File: config.mk
export PLATFORM = sky130hd
export DESIGN_NAME = cic_up125
export DESIGN_NICKNAME = d
export VERILOG_FILES = /design/src/rtl/cic_up125.sv
export SDC_FILE = /design/constraint.sdc
export NUM_CORES = 1
export LEC_CHECK = 0
export CAP_MARGIN = 20
export CORE_MARGIN = 5
export CORE_UTILIZATION = 57
export CTS_CLUSTER_DIAMETER = 40
export CTS_CLUSTER_SIZE = 14
export DETAILED_ROUTE_END_ITERATION = 6
export GPL_ROUTABILITY_DRIVEN = 0
export PLACE_DENSITY = 0.78
export SYNTH_ARGS = -nofsm -noshare
export SYNTH_HDL_FRONTEND = slang
export SYNTH_SLANG_ARGS = --single-unit
File: constraint.sdc
create_clock -name clk -period 6.45 [get_ports clk]
set_input_delay 0.645 -clock clk [delete_from_list [all_inputs] [get_ports clk]]
set_output_delay 0.645 -clock clk [all_outputs]
set_load 0.1 [all_outputs]
File: src/rtl/cic_up125.sv
// cic_up125: three-stage CIC interpolator with a fixed upsampling factor R.
// A comb section running at the input rate feeds a zero-stuffed integrator
// cascade that runs at the output rate. Both sides use valid/ready handshakes
// with packet and error sidebands. The integrator cascade only advances when
// the output register is free or is being drained, so backpressure freezes it.
module cic_up125 #(
    parameter int R          = 125,
    parameter int IN_W       = 16,
    parameter int GAIN_SHIFT = 14
) (
    input  logic            clk,
    input  logic            reset_n,
    input  logic [IN_W-1:0] in_data,
    input  logic            in_valid,
    output logic            in_ready,
    input  logic            in_startofpacket,
    input  logic            in_endofpacket,
    input  logic [1:0]      in_error,
    output logic [IN_W-1:0] out_data,
    output logic            out_valid,
    input  logic            out_ready,
    output logic            out_startofpacket,
    output logic            out_endofpacket,
    output logic [1:0]      out_error,
    output logic            out_channel
);
    localparam int W    = IN_W + GAIN_SHIFT;
    localparam int PH_W = $clog2(R);
    localparam logic [PH_W-1:0] PH_LAST = PH_W'(R - 1);

    // Sign-extend an input sample to the full datapath width.
    function automatic logic [W-1:0] sext_in(input logic [IN_W-1:0] v);
        return {{GAIN_SHIFT{v[IN_W-1]}}, v};
    endfunction

    // Comb section state (input rate)
    logic [W-1:0]    r_d1, r_d2, r_d3, r_cval;
    logic            r_sop, r_eop;
    logic [1:0]      r_err;

    // Sequencing state
    logic            r_busy;
    logic [PH_W-1:0] r_phase;

    // Integrator section state (output rate)
    logic [W-1:0]    r_i1, r_i2, r_i3;

    // Output registers
    logic [IN_W-1:0] r_out_data;
    logic            r_out_valid;
    logic            r_out_sop, r_out_eop;
    logic [1:0]      r_out_err;

    // Combinational nets
    logic [W-1:0]    w_x, w_c1, w_c2, w_c3;
    logic [W-1:0]    w_u, w_i1n, w_i2n, w_i3n;
    logic            w_step, w_last, w_first, w_in_ready, w_acc;

    // Datapath and handshake decode: comb cascade, zero-stuffing, integrator cascade.
    always_comb begin
        w_x        = sext_in(in_data);
        w_c1       = w_x  - r_d1;
        w_c2       = w_c1 - r_d2;
        w_c3       = w_c2 - r_d3;
        w_first    = (r_phase == {PH_W{1'b0}});
        w_last     = (r_phase == PH_LAST);
        w_step     = r_busy & (~r_out_valid | out_ready);
        w_in_ready = ~r_busy | (w_step & w_last);
        w_acc      = in_valid & w_in_ready;
        w_u        = {W{1'b0}};
        if (w_first) begin
            w_u = r_cval;
        end else begin
            w_u = {W{1'b0}};
        end
        w_i1n = r_i1 + w_u;
        w_i2n = r_i2 + w_i1n;
        w_i3n = r_i3 + w_i2n;
    end

    // Comb delay line and sideband capture, updated once per accepted input.
    always_ff @(posedge clk or negedge reset_n) begin
        if (!reset_n) begin
            r_d1   <= {W{1'b0}};
            r_d2   <= {W{1'b0}};
            r_d3   <= {W{1'b0}};
            r_cval <= {W{1'b0}};
            r_sop  <= 1'b0;
            r_eop  <= 1'b0;
            r_err  <= 2'b00;
        end else if (w_acc) begin
            r_d1   <= w_x;
            r_d2   <= w_c1;
            r_d3   <= w_c2;
            r_cval <= w_c3;
            r_sop  <= in_startofpacket;
            r_eop  <= in_endofpacket;
            r_err  <= in_error;
        end
    end

    // Phase counter: a new input restarts at phase 0 and wins over the final step.
    always_ff @(posedge clk or negedge reset_n) begin
        if (!reset_n) begin
            r_busy  <= 1'b0;
            r_phase <= {PH_W{1'b0}};
        end else if (w_acc) begin
            r_busy  <= 1'b1;
            r_phase <= {PH_W{1'b0}};
        end else if (w_step) begin
            if (w_last) begin
                r_busy <= 1'b0;
            end else begin
                r_phase <= r_phase + PH_W'(1);
            end
        end
    end

    // Integrators and output register: advance on a step, drop valid once drained.
    always_ff @(posedge clk or negedge reset_n) begin
        if (!reset_n) begin
            r_i1        <= {W{1'b0}};
            r_i2        <= {W{1'b0}};
            r_i3        <= {W{1'b0}};
            r_out_data  <= {IN_W{1'b0}};
            r_out_valid <= 1'b0;
            r_out_sop   <= 1'b0;
            r_out_eop   <= 1'b0;
            r_out_err   <= 2'b00;
        end else if (w_step) begin
            r_i1        <= w_i1n;
            r_i2        <= w_i2n;
            r_i3        <= w_i3n;
            r_out_data  <= w_i3n[W-1:GAIN_SHIFT];
            r_out_valid <= 1'b1;
            r_out_sop   <= r_sop & w_first;
            r_out_eop   <= r_eop & w_last;
            r_out_err   <= r_err;
        end else if (r_out_valid & out_ready) begin
            r_out_valid <= 1'b0;
        end
    end

    assign in_ready          = w_in_ready;
    assign out_data          = r_out_data;
    assign out_valid         = r_out_valid;
    assign out_startofpacket = r_out_sop;
    assign out_endofpacket   = r_out_eop;
    assign out_error         = r_out_err;
    assign out_channel       = 1'b0;

endmodule

==> After elaboration in Yosys (flattened, before gate mapping) <==
Cells that the tools add are included.
{ "word_totals": {"output_inout_bits": 23, "ff_bits": 229, "word_cells": 51} }
{ "classes": {"n_eq_ne": 2, "bitwise": 10, "reduce_logical": 6, "add_sub_neg": 7, "muxes": 9} }
{ "op_table": {"columns": ["op", "n"], "rows": [
  ["adder 30 bit", 3],
  ["subtractor 30 bit", 2],
  ["two-way mux 30 bit", 1],
  ["two-way mux 7 bit", 3],
  ["subtractor 16 x 16 -> 17 bit", 1],
  ["adder 7 x 1 -> 7 bit (second input constant)", 1],
  ["== test 7 bit (second input constant)", 1],
  ["zero test 7 bit", 1],
  ["bitwise AND 1 bit", 6],
  ["nonzero test 2 bit", 3],
  ["two-way mux 1 bit", 5],
  ["AND reduction 2 bit", 2],
  ["!= test 2 x 1 -> 1 bit (second input constant)", 1],
  ["NOT 1 bit", 2],
  ["OR 1 bit", 2]
]} }

==> Depth between registers and ports, before layout <==
{ "depth": {"depth_word": 8, "depth_mapped": 37} }

==> Worst setup path before layout <==
No wires, ideal clock.
{ "synth_path": {"path_type": "register to register", "from": "reg r_phase[0]", "to": "reg r_i3[29]", "required_time_ns": 6.370, "setup_time_ns": 0.080, "setup_slack_ns": -0.695, "path_buffers": 1, "period_less_slack_ns": 7.145, "stages_incl_launch_ff": 38, "arrival_time_ns": 7.065, "cell_sequence": "dfrtp_1 -> inv_1 -> ha_1 -> or4b_1 -> nor3_2 -> clkbuf_1 -> and2_1 -> ha_1 -> inv_1 -> fa_1 -> nor2b_1 -> o21ai_0 -> a21boi_0 -> o21ai_1 -> a211oi_1 -> o21a_1 -> o21a_1 -> o21ai_0 -> [... 2 more ...] -> ha_1 -> and3_1 -> a221oi_1 -> a31o_2 -> o21ai_0 -> a21o_1 -> a21oi_1 -> xnor2_1 -> ha_1 -> nand4_1 -> o221ai_1 -> and3_1 -> a21oi_1 -> a211oi_1 -> and3b_1 -> o21a_1 -> mux2i_1 -> xnor2_1"} }
{ "synth_between": {"elab_chain_cells": 5} }
{ "synth_rtl": {"columns": ["item", "line_no", "text"], "rows": [
  ["start, declared", "43", "logic [PH_W-1:0] r_phase;"],
  ["start signal, assigned", "106", "r_phase <= {PH_W{1'b0}};"],
  ["start signal, assigned", "109", "r_phase <= {PH_W{1'b0}};"],
  ["start signal, assigned", "114", "r_phase <= r_phase + PH_W'(1);"],
  ["zero test 7 bit", "65", "w_first = (r_phase == {PH_W{1'b0}});"],
  ["two-way mux 30 bit", "71", "if (w_first) begin"],
  ["adder 30 bit", "76", "w_i1n = r_i1 + w_u;"],
  ["net w_i1n[12]", "56", "logic [W-1:0] w_u, w_i1n, w_i2n, w_i3n;"],
  ["adder 30 bit", "77", "w_i2n = r_i2 + w_i1n;"],
  ["net w_i2n[17]", "56", null],
  ["adder 30 bit", "78", "w_i3n = r_i3 + w_i2n;"],
  ["end signal, assigned", "124", "r_i3 <= {W{1'b0}};"],
  ["end signal, assigned", "133", "r_i3 <= w_i3n;"],
  ["end, declared", "46", "logic [W-1:0] r_i1, r_i2, r_i3;"]
]} }
The timed path passes the listed nets, and every way through them passes these cells.
A chain may end at the register's enable or synchronous reset.

==> Worst setup path in the final report <==
{ "layout_path": {"from": "reg r_phase[1]", "to": "reg r_i3[29]"} }
The elaborated chain is that of the path after synthesis.

==> impl_metrics.json <==
{
  "outcome": "complete, but fails checks",
  "violations": "setup timing",
  "clockRootBuffer": "clkbuf_16",
  "path_max_fanout": 3,
  "holdWs_ps": 286,
  "start_util": 0.580,
  "vias": 13893,
  "synthArstFlopShare": 1.00,
  "grt_max_degree": 110,
  "period_share": 1.07,
  "row_count": 59,
  "drc": 0,
  "reg2reg_slack_ps": -470,
  "layout-drive-gt1-share": 0.212,
  "cp.arrival_ps": 7300,
  "r2r_cells": 37,
  "netlist_instances": 1800,
  "multi_input_area_sq_um": 10100,
  "crit_required_ps": 6830,
  "io_pins": 47,
  "post_drt_wl_per_cell_microns": 15.9,
  "report.final.setup_viol": 9,
  "synth_largest_area_cell": "dfrtp_1",
  "finalNetCount": 2235,
  "max_freq_mhz": 144,
  "hold_class": "in2async",
  "clk_pin_slew_ps": 80,
  "io_buffer_count": 45,
  "cts.path.max_buffers": 2,
  "maxSlewViolCount": 0,
  "worstSkewPairLatency_ps": 450,
  "drtIter0Drc": 953,
  "slowest_delay_ps": 470,
  "cp-start-kind": "flip-flop",
  "avgSynthCellArea_sq_um": 8.42,
  "drt_wl_total_microns": 38100,
  "cts_sinks": 200,
  "dieArea_sq_um": 29900,
  "synth_ff_type": "dfrtp_1",
  "fin_skew_ps": 18.0,
  "cts_tree": "yes",
  "cp_slowest_cell": "or4b_4",
  "yosysSeqAreaShare": 0.330,
  "ys_warn_count": 0,
  "cp-startpoint": "r_phase[1]",
  "slew_headroom": 0.345,
  "setup_ws_ps": -474,
  "drtAntennaViolNets": 0,
  "synth-edff-count": 0,
  "tns_ps": -2610,
  "synth_fp_nets": 1988,
  "rsz0062_at_grt": "true",
  "syn_to_final_growth_pct": 24.3,
  "cap_violations": 0,
  "endpoint": "r_i3[29]",
  "grt_first_pass_wirelength_microns": 62400,
  "regToRegStartpoint": "r_phase[1]",
  "worst-path-stages": 37,
  "fill_cells": 1886,
  "antenna_found_initial": 0,
  "synthTopCellsByArea": "dfrtp_1 33%, ha_1 13%, nand2_1 7.6%",
  "crit_family": "compound AO/OA/AOI/OAI gates",
  "worst-path-buf-inv": 3,
  "core_sq_um": 26100,
  "synth.most_common_cell": "nand2_1",
  "synthTopCellsByCount": "307 x nand2_1, 200 x dfrtp_1, 159 x o21ai_0, 158 x ha_1, 115 x a21oi_1",
  "hold_viol_final": 0,
  "crit_type": "reg2reg",
  "rr_endpoint": "r_i3[29]",
  "worst_pin_slew_ps": 980,
  "antenna_cells": 0,
  "grt_usage": 0.240,
  "grt_pass1_vias": 13873,
  "syn_area_sq_um": 15200,
  "synth_seq_cells": 200,
  "die_height_microns": 173,
  "end_kind": "flip-flop",
  "dr.pass1.iters": 6,
  "seq_area_sq_um": 5000,
  "die_x_microns": 173,
  "cts_buffers": 17,
  "fin_crit_ps": 6920,
  "yosysTopAreaCellShare": 0.330,
  "detail_route.vias_per_cell": 5.80,
  "cts_hold_buf": 0,
  "htreeDepth": 4,
  "grt.overflow.total": 0,
  "yosysUniqueCellTypes": 78,
  "place_hpwl_microns": 25400
}
## layout make-up
| class | count | share of cell area |
|---|---|---|
| Multi-Input combinational cell | 1425 | 0.535 |
| Sequential cell | 200 | 0.266 |
| Timing Repair Buffer | 294 | 0.124 |
| Clock buffer | 17 | 0.0226 |
| Tap cell | 335 | 0.0223 |
| Inverter | 109 | 0.0217 |
| Clock inverter | 15 | 0.00830 |
## cells in the final DEF, fill, tap and decap left out, types with 6 or more instances in the layout
cell type / netlist / final
inv_1: 109 / 107
nor2_1: 95 / 91
o21ai_1: 9 / 16
o21bai_1: 10 / 10
clkdlybuf4s50_1: 0 / 44
nand4_1: 15 / 15
a21oi_2: 3 / 24
dfrtp_1: 200 / 200
o21ai_2: 0 / 9
a21o_1: 62 / 62
xnor2_1: 72 / 64
and3_1: 18 / 16
ha_4: 0 / 11
buf_4: 17 / 244
nand2_1: 307 / 302
a21boi_1: 2 / 6
o211ai_1: 11 / 11
o31ai_1: 15 / 15
and2_1: 37 / 32
nor3_1: 31 / 27
xor2_1: 47 / 44
nand3_1: 29 / 27
or2_2: 12 / 11
o21a_1: 17 / 17
mux2_2: 19 / 19
ha_1: 158 / 144
or3_1: 10 / 10
a31oi_1: 22 / 21
a21boi_0: 24 / 17
nand2b_1: 18 / 18
nor2b_1: 11 / 10
a21oi_1: 115 / 91
a211o_1: 8 / 8
o21ai_0: 159 / 143
clkbuf_16: 0 / 17
xnor2_2: 0 / 8
## per-layer routing
metal,vias to the layer above,track usage,share of wire
met1,6596,0.295,0.42
met2,409,0.435,0.50
met4,0,0.0821,0.030
met5,-,0,0
li1,6775,-,-
met3,113,0.0308,0.045
## worst min-delay path by stage
| stage | start | endpoint | slack (ps) |
|---|---|---|---|
| final | reset_n | r_i3[1] | 290 |
| after global routing | reset_n | r_i3[1] | 380 |
| after CTS | reset_n | r_i3[1] | 360 |
| after floorplan | reset_n | out_endofpacket | 350 |
| after detailed placement | r_err[1] | out_error[1] | 450 |
| after global placement | r_err[1] | out_error[1] | 450 |
## cell families (layout without fill, tap and decap cells)
kind of cell,Yosys count,after routing,synth area share
AOI/OAI and AO/OA,513,513,0.216
DFF,200,200,0.330
other,1,1,0.000247
and+or+nand+nor,606,606,0.182
muxes,21,21,0.0154
xor gates and xnor gates,120,120,0.0703
adders and majority gates,164,164,0.138
buffers and inverters,175,435,0.0477
## state kept, by name (all words and copies together), names as in the netlist
name	count
out_valid	1
r_i3	30
out_startofpacket	1
out_error	2
r_i2	30
r_d2	17
r_eop	1
out_endofpacket	1
r_d1	16
r_phase	7
r_d3	30
r_i1	30
r_sop	1
r_busy	1
r_cval	30
r_err	2
## what timing repair did
action / 4_1_cts / 5_1_grt
cloned: 0 / 0
setup buffers: 18 / 13
pin swaps: 74 / 41
endpoints found under the setup margin: 11 / 25
resized for setup: 51 / 72
## through the flow
step / std cells / utilization / setup slack [ps] / cell area, sq um
3_5_place_dp: 2332 / 0.667 / -458 / 17400
5_1_grt: 2395 / 0.721 / -823 / 18800
6_report: 2395 / 0.721 / -474 / 18800
4_1_cts: 2382 / 0.704 / -151 / 18400
2_1_floorplan: 1800 / - / -390 / 15200
3_3_place_gp: 2332 / 0.667 / -231 / 17400
Power is left out: the tool's default activity adds up to more than one toggle a clock period on the data nets, which glitch-free logic cannot reach.
==> RTL change (same settings) <==
The parameter `GAIN_SHIFT` goes from 14 to 28.
--- a/src/rtl/cic_up125.sv
+++ b/src/rtl/cic_up125.sv
@@ -7,5 +7,5 @@
     parameter int R          = 125,
     parameter int IN_W       = 16,
-    parameter int GAIN_SHIFT = 14
+    parameter int GAIN_SHIFT = 28
 ) (
     input  logic            clk,
Formal check against the unedited RTL: not equivalent (a bounded check fails within 4 cycles, from zero or initial values and one cycle with reset_n low).
==> RTL change against the unedited design <==
  * The run ends with DRC, setup timing left
  * Area after synthesis grew 38%
  * Die area grew 36%
  * Worst setup slack lost 1.6 ns
  * Wire length grew 100%
  * Sequential share of layout area shrank 3.8 points
  * Final area grew 57%
  * Sequential cell count grew 70
  * Clock skew grew 0.012 ns
  * Count of clock-buffer cells in the layout grew 44
  * Maximum frequency shrank 19%
Power is not shown: default switching activity piles up to over one toggle a cycle in this logic, so the estimate is an artifact.
==> RTL change: results (changes against the unedited design) <==
* Status: complete, but fails checks (unchanged)
* Violated checks: DRC, setup timing (was setup timing)
* Post-Route WL at 77600 um (was 38100 um)
* Post-DP Area at 25300 um2 (was 17400 um2)
* Vias at 22800 (was 13900)
* Cell Count, Final, Fillers Out at 3579 (was 2395)
* CTS Buf Count at 49 (was 17)
* Synth Area per Inst at 8.43 um2 (was 8.42 um2)
* CTS HTree Levels at 2 (was 4)
* Req. time, crit path at 6.96 ns (was 6.83 ns)
* Layout cells sized above 1 at 32.3% (was 21.2%)
* Synth top area cells: dfrtp_1 32%, ha_1 13%, nand2_1 8.1% (was dfrtp_1 33%, ha_1 13%, nand2_1 7.6%)
* Nets at 3317 (was 2235)
* GRT Util Overall at 30.7% (was 24.0%)
* Synth Area in XOR/XNOR at 7.53% (was 7.03%)
* CP max FO at 5 (was 3)
* Residual DRC at 2 (was 0)
* # setup viols final at 42 (was 9)
* Post-synthesis sequential area ratio at 32.3% (was 33.0%)
* CP max stage cell: a2111oi_4 (was or4b_4)
* Most frequent cells after synthesis: 451 x nand2_1, 270 x dfrtp_1, 212 x ha_1 (was 307 x nand2_1, 200 x dfrtp_1, 159 x o21ai_0)
* Largest net degree at the start of global routing at 198 (was 110)
* IO Port Bufs at 45 (unchanged)
* Clk_skew at 0.0300 ns (was 0.0180 ns)
* Total negative slack at -45.16 ns (was -2.61 ns)
* Slew HR at 11.9% (was 34.5%)
* Clock buffer depth at 3 (was 2)
* Number of global-route vias before repair at 22000 (was 13900)
* # fillers at 1883 (was 1886)
* Adder-cell share of the synthesized area at 13.4% (was 13.8%)
* Drt pass-1 iters at 7 (was 6)
* Final core occ at 81.4% (was 72.1%)
* Clk_lat worst skew at 0.60 ns (was 0.45 ns)
* Synth Area in Compound Gates at 22.5% (was 21.6%)
* First-pass GRT wire length at 106000 um (was 62400 um)
* Dpl ws at -1.48 ns (was -0.458 ns)
* CP max stage delay at 0.60 ns (was 0.47 ns)
* Distinct cells, synth at 90 (was 78)
* Mux share of post-synthesis cell area at 1.82% (was 1.54%)
* Post-Syn Nets at 2725 (was 1988)
* YS warnings at 0 (unchanged)
* Placed insts at 3380 (was 2332)
* Initial DRC Count at 2703 (was 953)
* Final setup margin at -2.08 ns (was -0.474 ns)
* DP Wirelength at 39800 um (was 25400 um)
* Clk slew on worst S/H paths at 0.06 ns (was 0.08 ns)
==> RTL change: changes by cell type after synthesis, moves of 51 or more <==
cell and delta:
nand2_1 +144, dfrtp_1 +70, ha_1 +54, a21oi_1 +51, o21ai_0 +52
==> RTL change: worst paths after layout <==
path / slack (ns) / cells after the start / to
setup reg to reg: -2.08 / 40 / r_i3[43]$_DFFE_PN0P_
hold / removal: 0.03 / 1 / r_i3[1]$_DFFE_PN0P_
min in group clk: 0.42 / 3 / r_d1[0]$_DFFE_PN0P_
setup / recovery: -2.08 / 40 / r_i3[43]$_DFFE_PN0P_
max in group asynchronous: 4.77 / 2 / r_d3[8]$_DFFE_PN0P_
hold reg to reg: 0.47 / 2 / r_cval[27]$_DFFE_PN0P_
==> RTL change: worst max-delay path: cells and delay by family (launching register included) <==
kind                     cells  cell delay, ns
buffers and inverters        4            0.39
AND/OR/NAND/NOR              6            1.12
XOR/XNOR                     3            0.69
flip-flops                   1            0.39
adder cells (fa/ha/maj)      5            1.14
multiplexers                 1            0.21
AO/OA/AOI/OAI               21            4.50
==> RTL change: metal layers <==
metal  vias to the layer above  track usage [%]  wire (um)
li1                       9880                -          -
met1                     10600             36.7      27700
met2                      1632             53.5      36200
met3                       641             5.80       7400
met4                         0             14.5       6290
met5                         -                0          0
==> RTL change: area by class of cell <==
cell class                      instances  share of cell area, %
Timing Repair Buffer                  636                   17.4
Clock inverter                         27                   1.00
Sequential cell                       270                   22.8
Multi-Input combinational cell       1978                   50.5
Clock buffer                           61                   4.53
Tap cell                              468                   1.98
Inverter                              139                   1.76
==> RTL change: repair_timing <==
action	in CTS	in global routing
setup buffers	71	54
pin swaps	93	117
setup endpoints to repair	43	67
gates cloned	3	0
resized for setup	159	220
